**src/rtl/agu_ntt_param_if.sv**
```systemverilog
// rtl/agu_ntt_param_if.sv - group output stream bundle of the NTT address-generation unit
interface agu_ntt_param_if #(
    parameter int LANES = 16,
    parameter int D_W   = 8,
    parameter int STG_W = 2
);
    logic                   out_valid;
    logic                   out_ready;
    logic [LANES*D_W-1:0]   order_o;
    logic [STG_W-1:0]       stage_o;

    modport master (output out_valid, output order_o, output stage_o, input out_ready);
    modport slave  (input out_valid, input order_o, input stage_o, output out_ready);
endinterface

```
**src/rtl/agu_ntt_param.sv**
```systemverilog
// rtl/agu_ntt_param.sv - radix-2**RADIX_K NTT butterfly address generator with valid/ready output
module agu_ntt_param #(
    parameter int LOGN    = 8,
    parameter int RADIX_K = 4,
    parameter int D_W     = LOGN
) (
    input  logic clk,
    input  logic rst_n,
    input  logic start,
    input  logic inv_mode,
    input  logic abort,
    output logic busy,
    output logic done,
    agu_ntt_param_if.master grp
);
    localparam int NSTG  = LOGN / RADIX_K;
    localparam int LANES = 2**RADIX_K;
    localparam int STG_W = $clog2(NSTG) + 1;
    localparam int SH_W  = $clog2(LOGN + 1);

    typedef enum logic [1:0] {S_IDLE, S_RUN, S_FLUSH} state_t;

    state_t                 r_state;
    state_t                 w_state_nxt;
    logic                   r_inv;
    logic                   r_out_valid;
    logic                   r_done;
    logic [STG_W-1:0]       r_stage;
    logic [STG_W-1:0]       r_out_stage;
    logic [LOGN-1:0]        r_j;
    logic [LOGN-1:0]        r_i;
    logic [LANES*D_W-1:0]   r_order;

    logic                   w_idle_go;
    logic                   w_accept;
    logic                   w_load;
    logic                   w_cur_inv;
    logic [STG_W-1:0]       w_cur_stage;
    logic [LOGN-1:0]        w_cur_j;
    logic [LOGN-1:0]        w_cur_i;
    logic [SH_W-1:0]        w_jbits;
    logic [SH_W-1:0]        w_ibits;
    logic [LOGN-1:0]        w_imax;
    logic [LOGN-1:0]        w_jmax;
    logic [LOGN-1:0]        w_jrev;
    logic                   w_i_wrap;
    logic                   w_j_wrap;
    logic                   w_last_stg;
    logic                   w_last_grp;
    logic [STG_W-1:0]       w_nxt_stage;
    logic [LOGN-1:0]        w_nxt_j;
    logic [LOGN-1:0]        w_nxt_i;
    logic [LANES*D_W-1:0]   w_order;

    // In IDLE the accepted start loads group 0 directly, so counters are taken from their start values.
    always_comb begin
        w_idle_go   = (r_state == S_IDLE) && start && !abort;
        w_accept    = r_out_valid && grp.out_ready;
        w_load      = w_idle_go ||
                      ((r_state == S_RUN) && !abort && (!r_out_valid || grp.out_ready));
        w_cur_inv   = (r_state == S_IDLE) ? inv_mode : r_inv;
        w_cur_stage = (r_state == S_IDLE) ? (inv_mode ? STG_W'(NSTG - 1) : '0) : r_stage;
        w_cur_j     = (r_state == S_IDLE) ? '0 : r_j;
        w_cur_i     = (r_state == S_IDLE) ? '0 : r_i;
    end

    // Full-width reversal of j lands bitrev(j, jbits) already scaled by 2**(LOGN-jbits), since j < 2**jbits.
    always_comb begin
        w_jbits = SH_W'(RADIX_K) * SH_W'(w_cur_stage);
        w_ibits = SH_W'(LOGN - RADIX_K) - w_jbits;
        w_imax  = (LOGN'(1) << w_ibits) - LOGN'(1);
        w_jmax  = (LOGN'(1) << w_jbits) - LOGN'(1);
        w_jrev  = '0;
        for (int b = 0; b < LOGN; b++) begin
            w_jrev[b] = w_cur_j[LOGN-1-b];
        end
        w_order = '0;
        for (int m = 0; m < LANES; m++) begin
            w_order[m*D_W +: D_W] = D_W'(w_jrev + (LOGN'(m) << w_ibits) + w_cur_i);
        end
    end

    always_comb begin
        w_last_stg  = w_cur_inv ? (w_cur_stage == '0) : (w_cur_stage == STG_W'(NSTG - 1));
        w_i_wrap    = (w_cur_i == w_imax);
        w_j_wrap    = (w_cur_j == w_jmax);
        w_last_grp  = w_i_wrap && w_j_wrap && w_last_stg;
        w_nxt_i     = w_i_wrap ? '0 : w_cur_i + LOGN'(1);
        w_nxt_j     = w_cur_j;
        w_nxt_stage = w_cur_stage;
        if (w_i_wrap) begin
            w_nxt_j = w_j_wrap ? '0 : w_cur_j + LOGN'(1);
            if (w_j_wrap && !w_last_stg) begin
                w_nxt_stage = w_cur_inv ? w_cur_stage - STG_W'(1) : w_cur_stage + STG_W'(1);
            end
        end
    end

    always_comb begin
        w_state_nxt = r_state;
        case (r_state)
            S_IDLE: begin
                if (w_idle_go) begin
                    w_state_nxt = w_last_grp ? S_FLUSH : S_RUN;
                end
            end
            S_RUN: begin
                if (abort) begin
                    w_state_nxt = S_IDLE;
                end else if (w_load && w_last_grp) begin
                    w_state_nxt = S_FLUSH;
                end
            end
            S_FLUSH: begin
                if (abort || w_accept) begin
                    w_state_nxt = S_IDLE;
                end
            end
            default: w_state_nxt = S_IDLE;
        endcase
    end

    always_ff @(posedge clk or negedge rst_n) begin
        if (!rst_n) begin
            r_state <= S_IDLE;
        end else begin
            r_state <= w_state_nxt;
        end
    end

    always_ff @(posedge clk or negedge rst_n) begin
        if (!rst_n) begin
            r_inv       <= 1'b0;
            r_out_valid <= 1'b0;
            r_done      <= 1'b0;
            r_stage     <= '0;
            r_out_stage <= '0;
            r_j         <= '0;
            r_i         <= '0;
            r_order     <= '0;
        end else begin
            r_done <= (r_state == S_FLUSH) && !abort && w_accept;
            if (w_load) begin
                r_inv       <= w_cur_inv;
                r_stage     <= w_nxt_stage;
                r_j         <= w_nxt_j;
                r_i         <= w_nxt_i;
                r_order     <= w_order;
                r_out_stage <= w_cur_stage;
                r_out_valid <= 1'b1;
            end else if (abort || ((r_state == S_FLUSH) && w_accept)) begin
                r_out_valid <= 1'b0;
            end
        end
    end

    assign busy          = (r_state == S_RUN) || (r_state == S_FLUSH);
    assign done          = r_done;
    assign grp.out_valid = r_out_valid;
    assign grp.order_o   = r_order;
    assign grp.stage_o   = r_out_stage;
endmodule

```
**src/flat_wrapper.sv**
```systemverilog
// flat-port wrapper written by rule: the top's interface ports become plain ports
module agu_ntt_param_flat 
#(
    parameter int LOGN    = 8,
    parameter int RADIX_K = 4,
    parameter int D_W     = LOGN
)
  (clk, rst_n, start, inv_mode, abort, busy, done, grp_out_valid, grp_order_o, grp_stage_o, grp_out_ready);
  agu_ntt_param_if #(.LANES((2**RADIX_K)), .D_W(D_W), .STG_W(($clog2((LOGN / RADIX_K)) + 1))) grp_i ();
  input  logic clk;
  input  logic rst_n;
  input  logic start;
  input  logic inv_mode;
  input  logic abort;
  output logic busy;
  output logic done;
  output wire logic [$bits(grp_i.out_valid)-1:0] grp_out_valid;
  output wire logic [$bits(grp_i.order_o)-1:0] grp_order_o;
  output wire logic [$bits(grp_i.stage_o)-1:0] grp_stage_o;
  input wire logic [$bits(grp_i.out_ready)-1:0] grp_out_ready;
  assign grp_out_valid = grp_i.out_valid;
  assign grp_order_o = grp_i.order_o;
  assign grp_stage_o = grp_i.stage_o;
  assign grp_i.out_ready = grp_out_ready;
  agu_ntt_param #(.LOGN(LOGN), .RADIX_K(RADIX_K), .D_W(D_W)) u_core (.clk(clk), .rst_n(rst_n), .start(start), .inv_mode(inv_mode), .abort(abort), .busy(busy), .done(done), .grp(grp_i));
endmodule
```
**config.mk**
```make
export PLATFORM = sky130hd
export DESIGN_NAME = agu_ntt_param_flat
export DESIGN_NICKNAME = d
export VERILOG_FILES = /design/src/rtl/agu_ntt_param_if.sv /design/src/rtl/agu_ntt_param.sv /design/src/flat_wrapper.sv
export SDC_FILE = /design/constraint.sdc
export NUM_CORES = 1
export LEC_CHECK = 0
export CAP_MARGIN = 40
export CORE_ASPECT_RATIO = 1.25
export CORE_MARGIN = 2
export CORE_UTILIZATION = 40
export CTS_BUF_LIST = sky130_fd_sc_hd__clkbuf_8
export DETAILED_ROUTE_END_ITERATION = 10
export PLACE_DENSITY_LB_ADDON = 0.2
export SKIP_LAST_GASP = 1
export SYNTH_ARGS = -nofsm -noshare
export SYNTH_HDL_FRONTEND = slang
export SYNTH_SLANG_ARGS = --single-unit
```
**constraint.sdc**
```tcl
create_clock -name clk -period 11.42 [get_ports clk]
set_clock_uncertainty 0.05 [all_clocks]
set_input_delay 3.426 -clock clk [delete_from_list [all_inputs] [get_ports clk]]
set_output_delay 3.426 -clock clk [all_outputs]
set_load 0.05 [all_outputs]
```
==> impl_metrics.csv <==
group,metric,value,unit
run_status,status,"finished clean",
layout,mostFrequentLayoutCells,"nand2_1, clkdlybuf4s50_1, o21ai_0",
clock_tree,numCtsBuffers,17,
sta,relSlewSlack,47.14,%
logic_synthesis,yosysWarnings,0,
job,maxCapViolations,0,
route,route.detailed.drc,0,
logic_synthesis,netlist-cell-type-count,59,
global_route,antenna_found_initial,0,
place,numPlacedInstances,1214,
layout,area_growth_syn_to_layout,21.70,%
layout,fin_nets,1036,
critical_path,cpPeakStageDelay,560,ps
hold_path,holdPathStages,2,
critical_path,end_kind,"register",
place,place_congestion,0.9970,
layout,drive_gt1_share,5.505,%
route,wirelength,21980,um
hold_path,min_to,"u_core.grp.order_o[44]$_DFFE_PN0P_",
critical_path,crit_family,"adder cells",
clock_tree,cts_sinks,119,
floorplanning,row_count,57,
critical_path,worstPathArrival,7130,ps
route,routed_via_density,5.118,
sta,hold_viol,0,
logic_synthesis,synthTopCellsByArea,"dfrtp_1, nand2_1, ha_1",
sta,drv_slew,0,
clock_tree,cts_hold_buf,0,
logic_synthesis,synth_edf_count,0,
critical_path,critPathKind,"in -> reg",
critical_path,worst_setup_path_start_kind,"input pin",
place,dpl.hpwl,16570,um
sta,fin_crit,6804,ps
route,ant_nets,0,
logic_synthesis,syn_area,7825,sq um
floorplanning,die_h,160.4,um
critical_path,cpMostUsedCell,"inv_1",
critical_path,critical_path_buf_inv_count,5,
clock_tree,cts_repair_resize_count,0,
critical_path,reg2reg_to,"u_core.grp.order_o[23]$_DFFE_PN0P_",
sta,tns,0,ps
clock_tree,clock_latency,450,ps
clock_tree,post-cts-setup-buffer-count,0,
logic_synthesis,synth_ff_type,"dfrtp_1",
floorplanning,die_width,129.1,um
floorplanning,pin_count,139,
layout,layout.cells.non_filler,1246,
global_route,grt_pass1_wl,34540,um
sta,tightest_slew,792.9,ps
critical_path,critPathMaxFanout,7,
floorplanning,fp.dieArea,20700,sq um
layout,diodes,0,
global_route,overflow,0,
sta,rsz0062_at_grt,"no",
floorplanning,start_util,40.49,%
critical_path,rr_startpoint,"u_core.r_state[0]$_DFFE_PN0P_",
hold_path,hp-class,"reg -> reg",
clock_tree,clk_pin_slew,70,ps
clock_tree,cts_tree,"yes",
route,dr.pass1.iters,5,
critical_path,crit_required,11750,ps
global_route,track_usage,21.82,%
logic_synthesis,synth_top_area_share,38.06,%
critical_path,crit_path_cell_trace,"clkdlybuf4s50_1 -> mux2i_1 -> inv_1 -> ha_1 -> inv_1 -> fa_1 -> inv_1 -> ha_1 -> inv_1 -> fa_1 -> nor2b_1 -> o21ai_0 -> a21oi_1 -> o21a_1 -> or4_1 -> nand3_1",
clock_tree,cts_max_level,4,
critical_path,reg2reg_depth,18,
route,wl_per_cell,17.64,um
sta,report.final.setup_viol,0,
floorplanning,coreArea,19330,sq um
hold_path,hold_start,"u_core.grp.order_o[44]$_DFFE_PN0P_",
logic_synthesis,syn_area_per_cell,8.832,sq um
logic_synthesis,synth_fp_nets,954,
clock_tree,cts_root_buf,"clkbuf_8",
logic_synthesis,ys_seq_area_share,38.06,%
sta,timing.final.crit_share,59.58,%
place,port_buffers,138,
layout,final_common_cell,"nand2_1",
global_route,grt_pass1_vias,6281,
critical_path,slowest_stage,"fa_1",
logic_synthesis,ys_ff_latch,119,
route,via_count,6377,
sta,max_freq,147.0,MHz
logic_synthesis,yosysTopAreaCell,"dfrtp_1",
clock_tree,clk_path_buf_depth,2,
logic_synthesis,async_reset_ff_share,100.0,%
global_route,grt_max_degree,94,
route,dr.first_iter.drc_count,405,
logic_synthesis,syn_inst,886,
critical_path,rrSetupSlack,6920,ps
## flip-flops by register name, summed over array words and instances (netlist names)
| name | cells |
|---|---|
| u_core.grp.order_o | 94 |
| u_core.r_i | 8 |
| u_core.r_j | 8 |
| u_core.grp.stage_o | 2 |
| u_core.r_stage | 2 |
| u_core.r_state | 2 |
| u_core.done | 1 |
| u_core.grp.out_valid | 1 |
| u_core.r_inv | 1 |
## how the worst max path moves through the flow
stage,start,end,cells after the start
floorplan,inv_mode,u_core.grp.order_o[55]$_DFFE_PN0P_,14
global placement,inv_mode,u_core.grp.order_o[55]$_DFFE_PN0P_,15
detailed placement,inv_mode,u_core.grp.order_o[55]$_DFFE_PN0P_,15
CTS,inv_mode,u_core.grp.order_o[55]$_DFFE_PN0P_,15
global route,inv_mode,u_core.grp.order_o[55]$_DFFE_PN0P_,15
finish,inv_mode,u_core.grp.order_o[23]$_DFFE_PN0P_,16
## synthesized netlist by cell type, types with 9 or more instances
| cell | n |
|---|---|
| a21o_1 | 27 |
| a21oi_1 | 59 |
| buf_4 | 35 |
| clkbuf_1 | 39 |
| dfrtp_1 | 119 |
| fa_1 | 14 |
| ha_1 | 48 |
| inv_1 | 38 |
| nand2_1 | 170 |
| nand3_1 | 9 |
| nor2_1 | 10 |
| o21ai_0 | 120 |
| xnor2_1 | 58 |
| xor2_1 | 24 |
## through the flow
| stage | setup slack (ps) | hold slack (ps) | util (%) | instance area [sq um] |
|---|---|---|---|---|
| 2_1_floorplan | 5073 | 413.4 | - | 7825 |
| 3_3_place_gp | 4205 | 414.2 | 47.21 | 9125 |
| 3_5_place_dp | 4119 | 419.9 | 47.36 | 9153 |
| 4_1_cts | 4623 | 435.9 | 49.27 | 9523 |
| 5_1_grt | 4285 | 451.2 | 49.27 | 9523 |
| 6_report | 4616 | 427.6 | 49.27 | 9523 |
## per-layer routing
| metal | up-vias | wire length, um | global-route usage [%] |
|---|---|---|---|
| met5 | - | 0 | 0 |
| met1 | 3048 | 9116 | 27.23 |
| met3 | 30 | 805 | 3.564 |
| met4 | 0 | 658 | 8.646 |
| li1 | 3128 | - | - |
| met2 | 171 | 11400 | 37.42 |
## worst register-to-register path, stage by stage, from the launching register on
cell and delay, ps:
dfrtp_1 410, inv_1 110, ha_1 150, buf_4 320, inv_2 220, nand2_1 220, ha_1 390, inv_1 200
fa_1 560, inv_1 60, ha_1 270, inv_1 110, fa_1 300, nor2b_1 70, o21ai_0 210, a21oi_1 130
o21a_1 190, or4_1 390, nand3_1 90
## cell families after synthesis
group	share of synthesized area, %
multiplexers	0.6716
AO/OA/AOI/OAI	19.06
XOR/XNOR	9.946
flip-flops	38.06
AND/OR/NAND/NOR	13.27
buffers and inverters	7.739
adder cells (fa/ha/maj)	11.26
## layout make-up
| class | count | area, sq um |
|---|---|---|
| clock inverter | 13 | 108.9 |
| tap | 265 | 331.6 |
| multi-input combinational | 644 | 4249 |
| fill | 1866 | 9804 |
| clock buffer | 19 | 261.5 |
| sequential | 119 | 2978 |
| timing repair buffer | 144 | 1436 |
| inverter | 42 | 157.7 |
Power is left out: the tool's default activity adds up to more than one toggle a clock period on the data nets, which glitch-free logic cannot reach.
